===== src/rtl/wbuart_arbiter.sv =====
// wbuart_arbiter: round-robin Wishbone classic arbiter sharing one wbuart slave port among NUM_MASTERS masters.
// Ports: i_clk/i_rst_n clock and async active-low reset; i_m_* packed per-master cyc/stb/we/addr/data;
// o_m_ack/o_m_err routed to the granted master only; o_m_data read data broadcast; o_grant registered one-hot;
// o_s_* muxed bus to the slave; i_s_ack/i_s_err/i_s_data slave response.
// Optional: define ARB_TIMEOUT_EN to abort a grant after TIMEOUT_CYCLES strobed cycles without ack/err.
module wbuart_arbiter #(
    parameter int NUM_MASTERS    = 2,
    parameter int TIMEOUT_CYCLES = 64
) (
    input  logic                     i_clk,
    input  logic                     i_rst_n,
    input  logic [NUM_MASTERS-1:0]   i_m_cyc,
    input  logic [NUM_MASTERS-1:0]   i_m_stb,
    input  logic [NUM_MASTERS-1:0]   i_m_we,
    input  logic [4*NUM_MASTERS-1:0] i_m_addr,
    input  logic [8*NUM_MASTERS-1:0] i_m_data,
    output logic [NUM_MASTERS-1:0]   o_m_ack,
    output logic [NUM_MASTERS-1:0]   o_m_err,
    output logic [7:0]               o_m_data,
    output logic [NUM_MASTERS-1:0]   o_grant,
    output logic                     o_s_cyc,
    output logic                     o_s_stb,
    output logic                     o_s_we,
    output logic [3:0]               o_s_addr,
    output logic [7:0]               o_s_data,
    input  logic                     i_s_ack,
    input  logic                     i_s_err,
    input  logic [7:0]               i_s_data
);
    localparam int PW = $clog2(NUM_MASTERS);
    localparam logic [NUM_MASTERS-1:0] ONE = 1;

    typedef enum logic {IDLE, BUSY} state_t;
    state_t state, state_nxt;

    logic [PW-1:0] last, g, pick, cand;
    logic [NUM_MASTERS-1:0] req;
    logic found, busy, to_hit;

    assign req  = i_m_cyc & i_m_stb;
    assign busy = state == BUSY;

`ifdef ARB_TIMEOUT_EN
    localparam int CW = $clog2(TIMEOUT_CYCLES + 1);
    logic [CW-1:0] cnt;
    assign to_hit = busy && cnt == CW'(TIMEOUT_CYCLES);
    // Held at zero while idle, so every grant starts counting from zero.
    always_ff @(posedge i_clk or negedge i_rst_n)
        if (!i_rst_n)
            cnt <= '0;
        else if (!busy || i_s_ack || i_s_err)
            cnt <= '0;
        else if (o_s_stb)
            cnt <= cnt + 1'b1;
`else
    assign to_hit = 1'b0;
`endif

    // Round-robin search starting just after the last granted master.
    always_comb begin
        found = 1'b0;
        pick  = '0;
        cand  = '0;
        for (int i = 1; i <= NUM_MASTERS; i++) begin
            cand = PW'((int'(last) + i) % NUM_MASTERS);
            if (!found && req[cand]) begin
                found = 1'b1;
                pick  = cand;
            end
        end
    end

    always_ff @(posedge i_clk or negedge i_rst_n)
        if (!i_rst_n) begin
            state   <= IDLE;
            o_grant <= '0;
            last    <= PW'(NUM_MASTERS - 1);
            g       <= '0;
        end else begin
            state <= state_nxt;
            if (!busy && found) begin
                g       <= pick;
                o_grant <= ONE << pick;
            end else if (busy && state_nxt == IDLE) begin
                last    <= g;
                o_grant <= '0;
            end
        end

    always_comb
        state_nxt = busy ? ((!i_m_cyc[g] || to_hit) ? IDLE : BUSY) : (found ? BUSY : IDLE);

    always_comb begin
        o_s_cyc  = 1'b0;
        o_s_stb  = 1'b0;
        o_s_we   = 1'b0;
        o_s_addr = '0;
        o_s_data = '0;
        o_m_ack  = '0;
        o_m_err  = '0;
        for (int k = 0; k < NUM_MASTERS; k++)
            if (busy && g == PW'(k)) begin
                o_s_cyc    = i_m_cyc[k] & ~to_hit;
                o_s_stb    = i_m_cyc[k] & i_m_stb[k] & ~to_hit;
                o_s_we     = i_m_we[k];
                o_s_addr   = i_m_addr[4*k +: 4];
                o_s_data   = i_m_data[8*k +: 8];
                o_m_ack[k] = i_s_ack;
                o_m_err[k] = i_s_err | to_hit;
            end
        // Read data passes straight through, but reads 0 while reset is held.
        o_m_data = i_rst_n ? i_s_data : '0;
    end
endmodule


===== config.mk =====
export PLATFORM = sky130hd
export DESIGN_NAME = wbuart_arbiter
export DESIGN_NICKNAME = d
export VERILOG_FILES = /design/src/rtl/wbuart_arbiter.sv
export SDC_FILE = /design/constraint.sdc
export NUM_CORES = 1
export LEC_CHECK = 0
export BUFFER_PORTS_ARGS = -buffer_cell sky130_fd_sc_hd__buf_2
export CAP_MARGIN = 20
export CORE_ASPECT_RATIO = 1.25
export CORE_UTILIZATION = 29
export CTS_CLUSTER_DIAMETER = 50
export DETAILED_ROUTE_END_ITERATION = 10
export GPL_TIMING_DRIVEN = 1
export HOLD_SLACK_MARGIN = 0.05
export MAX_ROUTING_LAYER = met4
export PLACE_DENSITY = 0.76
export REMOVE_ABC_BUFFERS = 1
export SLEW_MARGIN = 20
export SYNTH_ARGS = -nofsm -noshare
export SYNTH_HDL_FRONTEND = slang
export SYNTH_SLANG_ARGS = --single-unit

===== constraint.sdc =====
create_clock -name i_clk -period 1.06 [get_ports i_clk]
set_input_delay 0.106 -clock i_clk [delete_from_list [all_inputs] [get_ports i_clk]]
set_output_delay 0.106 -clock i_clk [all_outputs]
set_load 0.02 [all_outputs]

==> impl_metrics.ini, run 1 <==
[floorplanning]
rows = 17
io_pins = 71
initial_core_util = 0.318
die-area_um2 = 2190
die_y_um = 52.1
core_um2 = 1830
die_x_um = 42.1

[clock_network]
clock_latency_ns = 0.25
clockBufferDepth = 2
cts_sinks = 5
cts_buffers = 3
cts.clk_slew.worst_paths_ns = 0.05
clockRootBuffer = clkbuf_4
cts.htree.levels = 1
cts_tree = done

[setup_path]
regToRegSetupSlack_ns = -0.23
crit_fanout = 10
startpoint = g$_DFFE_PN0P_
cp.arrival_ns = 1.29
crit_required_ns = 0.95
reg2reg_to = o_grant[1]$_DFFE_PN0P_
criticalPathCategory = reg2out
worstReg2RegStart = g$_DFFE_PN0P_
cp-start-kind = flip-flop
cp-end-kind = primary output
reg2reg_depth = 4

[finish]
area_growth_pct = 95.9
final_nets = 192
fin_cells = 168
nFillCells = 162
drive_above_1_share = 0.597
final_util = 0.623
mostFrequentLayoutCell = buf_2
final_cell_mix = buf_2, buf_4, nor2b_1, mux2i_1, and2_1
diodes = 0

[global_routing]
antenna_found_initial = 0
grt_max_degree = 15
grt_pass1_vias = 740
grtUsageTotal = 0.191
grt_overflow = 0
grt_pass1_wl_mm = 3.04

[logic_synthesis]
synth_compound_area_frac = 0.108
muxShareOfSynthArea = 0.241
synth_cells = 70
synth_top_family_by_area = simple AND/OR/NAND/NOR gates
seq_area_frac_synth = 0.217
syn_area_um2 = 582
synthXorXnorAreaFrac = 0
avgSynthCellArea_um2 = 8.31
synthDistinctLibCells = 20
yosysWarnings = 0
ys_ff_latch = 5
yosys.area_share.simple = 0.385
synthAdderAreaFrac = 0

[sta]
worst_pin_slew_ns = 0.246
fin_skew_ns = 0.00735
max_freq_mhz = 715
fin_tns_setup_ns = -5.31
maxSlewHeadroom = 0.836
layout_setup_ws_ns = -0.339
fin_crit_ns = 1.40
fin_crit_sh = 1.32
finalSetupViolCount = 22
drv_slew = 0
rsz0062_at_grt = yes
hold_viol = 0

[routing]
drt-wirelength-per-cell_um = 11.4
drt_iter0_markers = 6
antenna_left = 0
dr.pass1.iters = 4
routed_wl_mm = 1.92
num_vias = 809
vias_per_cell = 4.82
drc = 0

[hold_path]
holdPathStages = 3
hp-start = i_m_cyc[1]
min_path_type = in2reg
min_to = last$_DFFE_PN1P_

[power_and_ir_drop]
p_leak_nw = 0.651
ir_drop_mv = 1.62
p_per_area_nw_per_um2 = 2310

[status]
violations = setup timing
status = finished with violations

[placed_design]
hpwl_mm = 1.42
dp_cells = 160
port_buffers = 70
gp_congestion = 0.806

[run]
cap_violations = 0
metal layers:
metal	GRT usage	wire length, um
met1	0.175	709
met2	0.352	979
met3	0.0625	199
met4	0.104	32
met5	-	0
per-stage QoR:
step / cell area [um2] / power (W) / setup WS, ns / hold slack [ns]
finish: 1140 / 0.00263 / -0.339 / 0.156
global route: 1140 / 0.00280 / -0.379 / 0.159
CTS: 1090 / 0.00251 / -0.300 / 0.142
detailed placement: 976 / 0.00203 / -0.113 / -0.0366
global placement: 976 / 0.00199 / -0.0552 / -0.0409
floorplan: 557 / 0.00142 / -0.594 / -0.190
power by group:
group,internal (W),switching [W],leakage (nW)
clock,0.000143,0.0000948,0.0150
sequential,0.000296,0.000101,0.0586
combinational,0.00103,0.000966,0.578
total,0.00147,0.00116,0.651
registers in the layout, summed over array words and instances, names as in the netlist:
signal	count
last	1
busy	1
g	1
o_grant	2
cell type report:
| class | count | area, um2 | area share |
|---|---|---|---|
| clock buffer | 4 | 26.3 | 0.0231 |
| timing repair buffer | 80 | 500 | 0.439 |
| inverter | 1 | 3.75 | 0.00329 |
| sequential | 5 | 128 | 0.112 |
| multi-input combinational | 59 | 458 | 0.402 |
| tap | 19 | 23.8 | 0.0209 |
cell families after synthesis:
kind of cell	count (synthesis)
buffers and inverters	6
multiplexers	14
flip-flops	5
AND/OR/NAND/NOR	36
AO/OA/AOI/OAI	9
how the worst max path moves through the flow:
stage,end,cells past startpoint
floorplan,o_grant[1]$_DFFE_PN0P_,3
global placement,o_grant[0]$_DFFE_PN0P_,3
detailed placement,o_grant[0]$_DFFE_PN0P_,3
CTS,o_s_data[7],4
global route,o_s_addr[3],4
finish,o_s_addr[3],4
repair_timing:
item                       CTS  global route
cloned                       0             0
hold endpoints to repair     5             0
hold buffers                 1             0
gates resized for setup     25             8
buffers inserted             1             2
pin swaps                    5             0
setup endpoints to repair   23            23
synth_stat cells:
master,n,share of area
a221o_1,2,0.034
clkbuf_2,1,0.0086
mux2i_1,14,0.24
dfstp_2,1,0.045
buf_4,1,0.013
a21oi_1,3,0.026
inv_1,1,0.0064
and3b_1,2,0.030
or2_1,1,0.011
nor2b_1,16,0.17
o21ai_0,2,0.017
buf_2,1,0.0086
and2_1,9,0.097
nand2_1,2,0.013
clkbuf_1,2,0.013
dfrtp_1,4,0.17
nand2b_1,3,0.032
a311oi_1,2,0.030
nand3_1,1,0.0086
and3_1,2,0.022
critical path, cell delays in order, from the launching register on:
cell and delay, ns:
dfrtp_2 0.45, buf_8 0.16, mux2i_1 0.12, nor2b_1 0.15
buf_4 0.17
Note: power is estimated with default switching activity, not from simulation.
==> run 2, diff against run 1 <==
--- a/config.mk
+++ b/config.mk
@@ -5,6 +5,7 @@
 export SDC_FILE = /design/constraint.sdc
 export NUM_CORES = 1
 export LEC_CHECK = 0
+export ABC_CLOCK_PERIOD_IN_PS = 1060
 export BUFFER_PORTS_ARGS = -buffer_cell sky130_fd_sc_hd__buf_2
 export CAP_MARGIN = 20
 export CORE_ASPECT_RATIO = 1.25
@@ -16,6 +17,7 @@
 export MAX_ROUTING_LAYER = met4
 export PLACE_DENSITY = 0.76
 export REMOVE_ABC_BUFFERS = 1
+export SETUP_SLACK_MARGIN = 0.3
 export SLEW_MARGIN = 20
 export SYNTH_ARGS = -nofsm -noshare
 export SYNTH_HDL_FRONTEND = slang
==> run 2 against run 1 <==
Effect of this change: critical path type unchanged; the flow still finishes with violations (setup timing); sequential share of layout area down 0.20 points; clock-buffer cell count did not move; first-iteration DRC count up 83%; routed wire length grew 2.2%.
==> impl_metrics.ini, run 2 (synthesized netlist as in run 1, its figures left out) <==
[status]
status = finished with violations
violations = setup timing

[sta]
fin_crit_sh = 1.32
fin_skew_ns = 0.00733
max_freq_mhz = 716
drv_slew = 0
layout_setup_ws_ns = -0.336
fin_worst_hold_slack_ns = 0.154
finalSetupViolCount = 22
worst_pin_slew_ns = 0.240
hold_viol = 0
fin_crit_ns = 1.40
rsz0062_at_grt = yes
maxSlewHeadroom = 0.840

[clock_network]
clockBufferDepth = 2
cts_buffers = 3
cts_tree = done
cts.clk_slew.worst_paths_ns = 0.05
clockRootBuffer = clkbuf_4
clock_latency_ns = 0.25
cts.htree.levels = 1
cts_sinks = 5

[global_routing]
grt_busiest_layer = met2
grt_overflow = 0
grtUsageMet3 = 0.0590
antenna_found_initial = 0
grt_max_degree = 15
grt_pass1_wl_mm = 3.08
grt_pass1_vias = 745
grtUsageMet1 = 0.171
grtUsageTotal = 0.194
grt_util_met2 = 0.370

[routing]
drt-wirelength-per-cell_um = 11.7
dr.pass1.iters = 4
vias_per_cell = 4.83
drt_iter0_markers = 11
drc = 0
num_vias = 811
antenna_left = 0
routed_wl_mm = 1.96

[placed_design]
port_buffers = 70
hpwl_mm = 1.42
dpl_cell_area_um2 = 976
gp_congestion = 0.806
pre_cts_slack_ns = -0.113

[finish]
area_growth_pct = 102
regMostFlops = o_grant
drive_above_1_share = 0.617
final_cell_mix = buf_2, buf_4, nor2b_1, mux2i_1, buf_6
final_area_um2 = 1170
diodes = 0
mostFrequentLayoutCell = buf_2
final_nets = 192
largest_reg_flops = 2
nFillCells = 158

[setup_path]
crit_chain = buf_8 -> mux2i_1 -> nor2b_1 -> buf_4
cp.arrival_ns = 1.29
cp_slowest_cell = dfrtp_2
cp-start-kind = flip-flop
crit_required_ns = 0.95
cp-end-kind = primary output
crit_buf_inv = 2
criticalPathCategory = reg2out
crit_fanout = 10
cp_top_family = flip-flops
critPathMaxStageDelay_ns = 0.45

[power_and_ir_drop]
ir_drop_mv = 1.54
total_power_w = 0.00277
p_leak_nw = 0.658
p_per_area_nw_per_um2 = 2360

[hold_path]
min_path_type = in2reg

[floorplanning]
initial_core_util = 0.318
rows = 17
die_y_um = 52.1
core_um2 = 1830
die_x_um = 42.1
die-area_um2 = 2190
io_pins = 71

[run]
cap_violations = 0
[run 2: cell count changes in the layout (fill, tap and decap cells not counted)]
cell,change
o21ai_0,-1
buf_2,-2
a21oi_2,+1
a21oi_1,-1
dfrtp_2,+1
buf_6,+5
buf_4,-3
dfrtp_1,-1
o21ai_2,+1
[run 2: final cells by class]
type / instances / area [um2] / area share
Timing Repair Buffer: 80 / 524 / 0.447
Sequential cell: 5 / 129 / 0.110
Multi-Input combinational cell: 59 / 465 / 0.397
Tap cell: 19 / 23.8 / 0.0203
Clock buffer: 4 / 26.3 / 0.0224
Inverter: 1 / 3.75 / 0.00320
[run 2: report_power, final]
group          leakage (nW)  internal (W)  switching, W
Clock                0.0150      0.000143     0.0000937
Combinational         0.585       0.00112      0.000985
Sequential           0.0575      0.000300      0.000120
Total                 0.658       0.00157       0.00120
[run 2: worst register-to-register path, delay by kind of cell (launching register included)]
kind / cells / cell delay, ns
DFF: 1 / 0.42
buffers and inverters: 1 / 0.13
muxes: 1 / 0.23
and+or+nand+nor: 1 / 0.09
AOI/OAI and AO/OA: 1 / 0.29
[run 2: repair_timing]
| action | CTS | global route |
|---|---|---|
| setup buffers | 1 | 2 |
| setup endpoints to repair | 26 | 26 |
| cloned | 0 | 0 |
| pin swaps | 5 | 0 |
| hold buffers | 1 | 0 |
| resized for setup | 33 | 11 |
| endpoints found under the hold margin | 5 | 0 |
[run 2: layer usage]
layer  share of wire  wire length (um)  vias to the layer above
met5               0                 0                        -
met4           0.011                22                        0
met3            0.10               197                        2
met2            0.52              1030                       57
met1            0.36               716                      350
li1                -                 -                      402
[run 2: final timing paths]
| kind | from | endpoint | slack, ns | cells after the start |
|---|---|---|---|---|
| worst max-delay path | g$_DFFE_PN0P_ | o_s_addr[3] | -0.34 | 4 |
| worst min-delay path | i_m_cyc[1] | last$_DFFE_PN1P_ | 0.15 | 3 |
| worst max register to register | g$_DFFE_PN0P_ | o_grant[1]$_DFFE_PN0P_ | -0.23 | 4 |
| worst min register to register | last$_DFFE_PN1P_ | last$_DFFE_PN1P_ | 0.52 | 2 |
| max in group asynchronous | i_rst_n | last$_DFFE_PN1P_ | 0.49 | 2 |
| min in group asynchronous | i_rst_n | o_grant[0]$_DFFE_PN0P_ | 0.32 | 2 |
[run 2: through the flow]
stage | utilization | std cells | TNS [ns]
2_1_floorplan | - | 65 | -7.36
6_report | 0.641 | 168 | -5.28
5_1_grt | 0.641 | 168 | -6.39
3_5_place_dp | 0.534 | 160 | -0.836
3_3_place_gp | 0.534 | 160 | -0.206
4_1_cts | 0.611 | 166 | -5.18
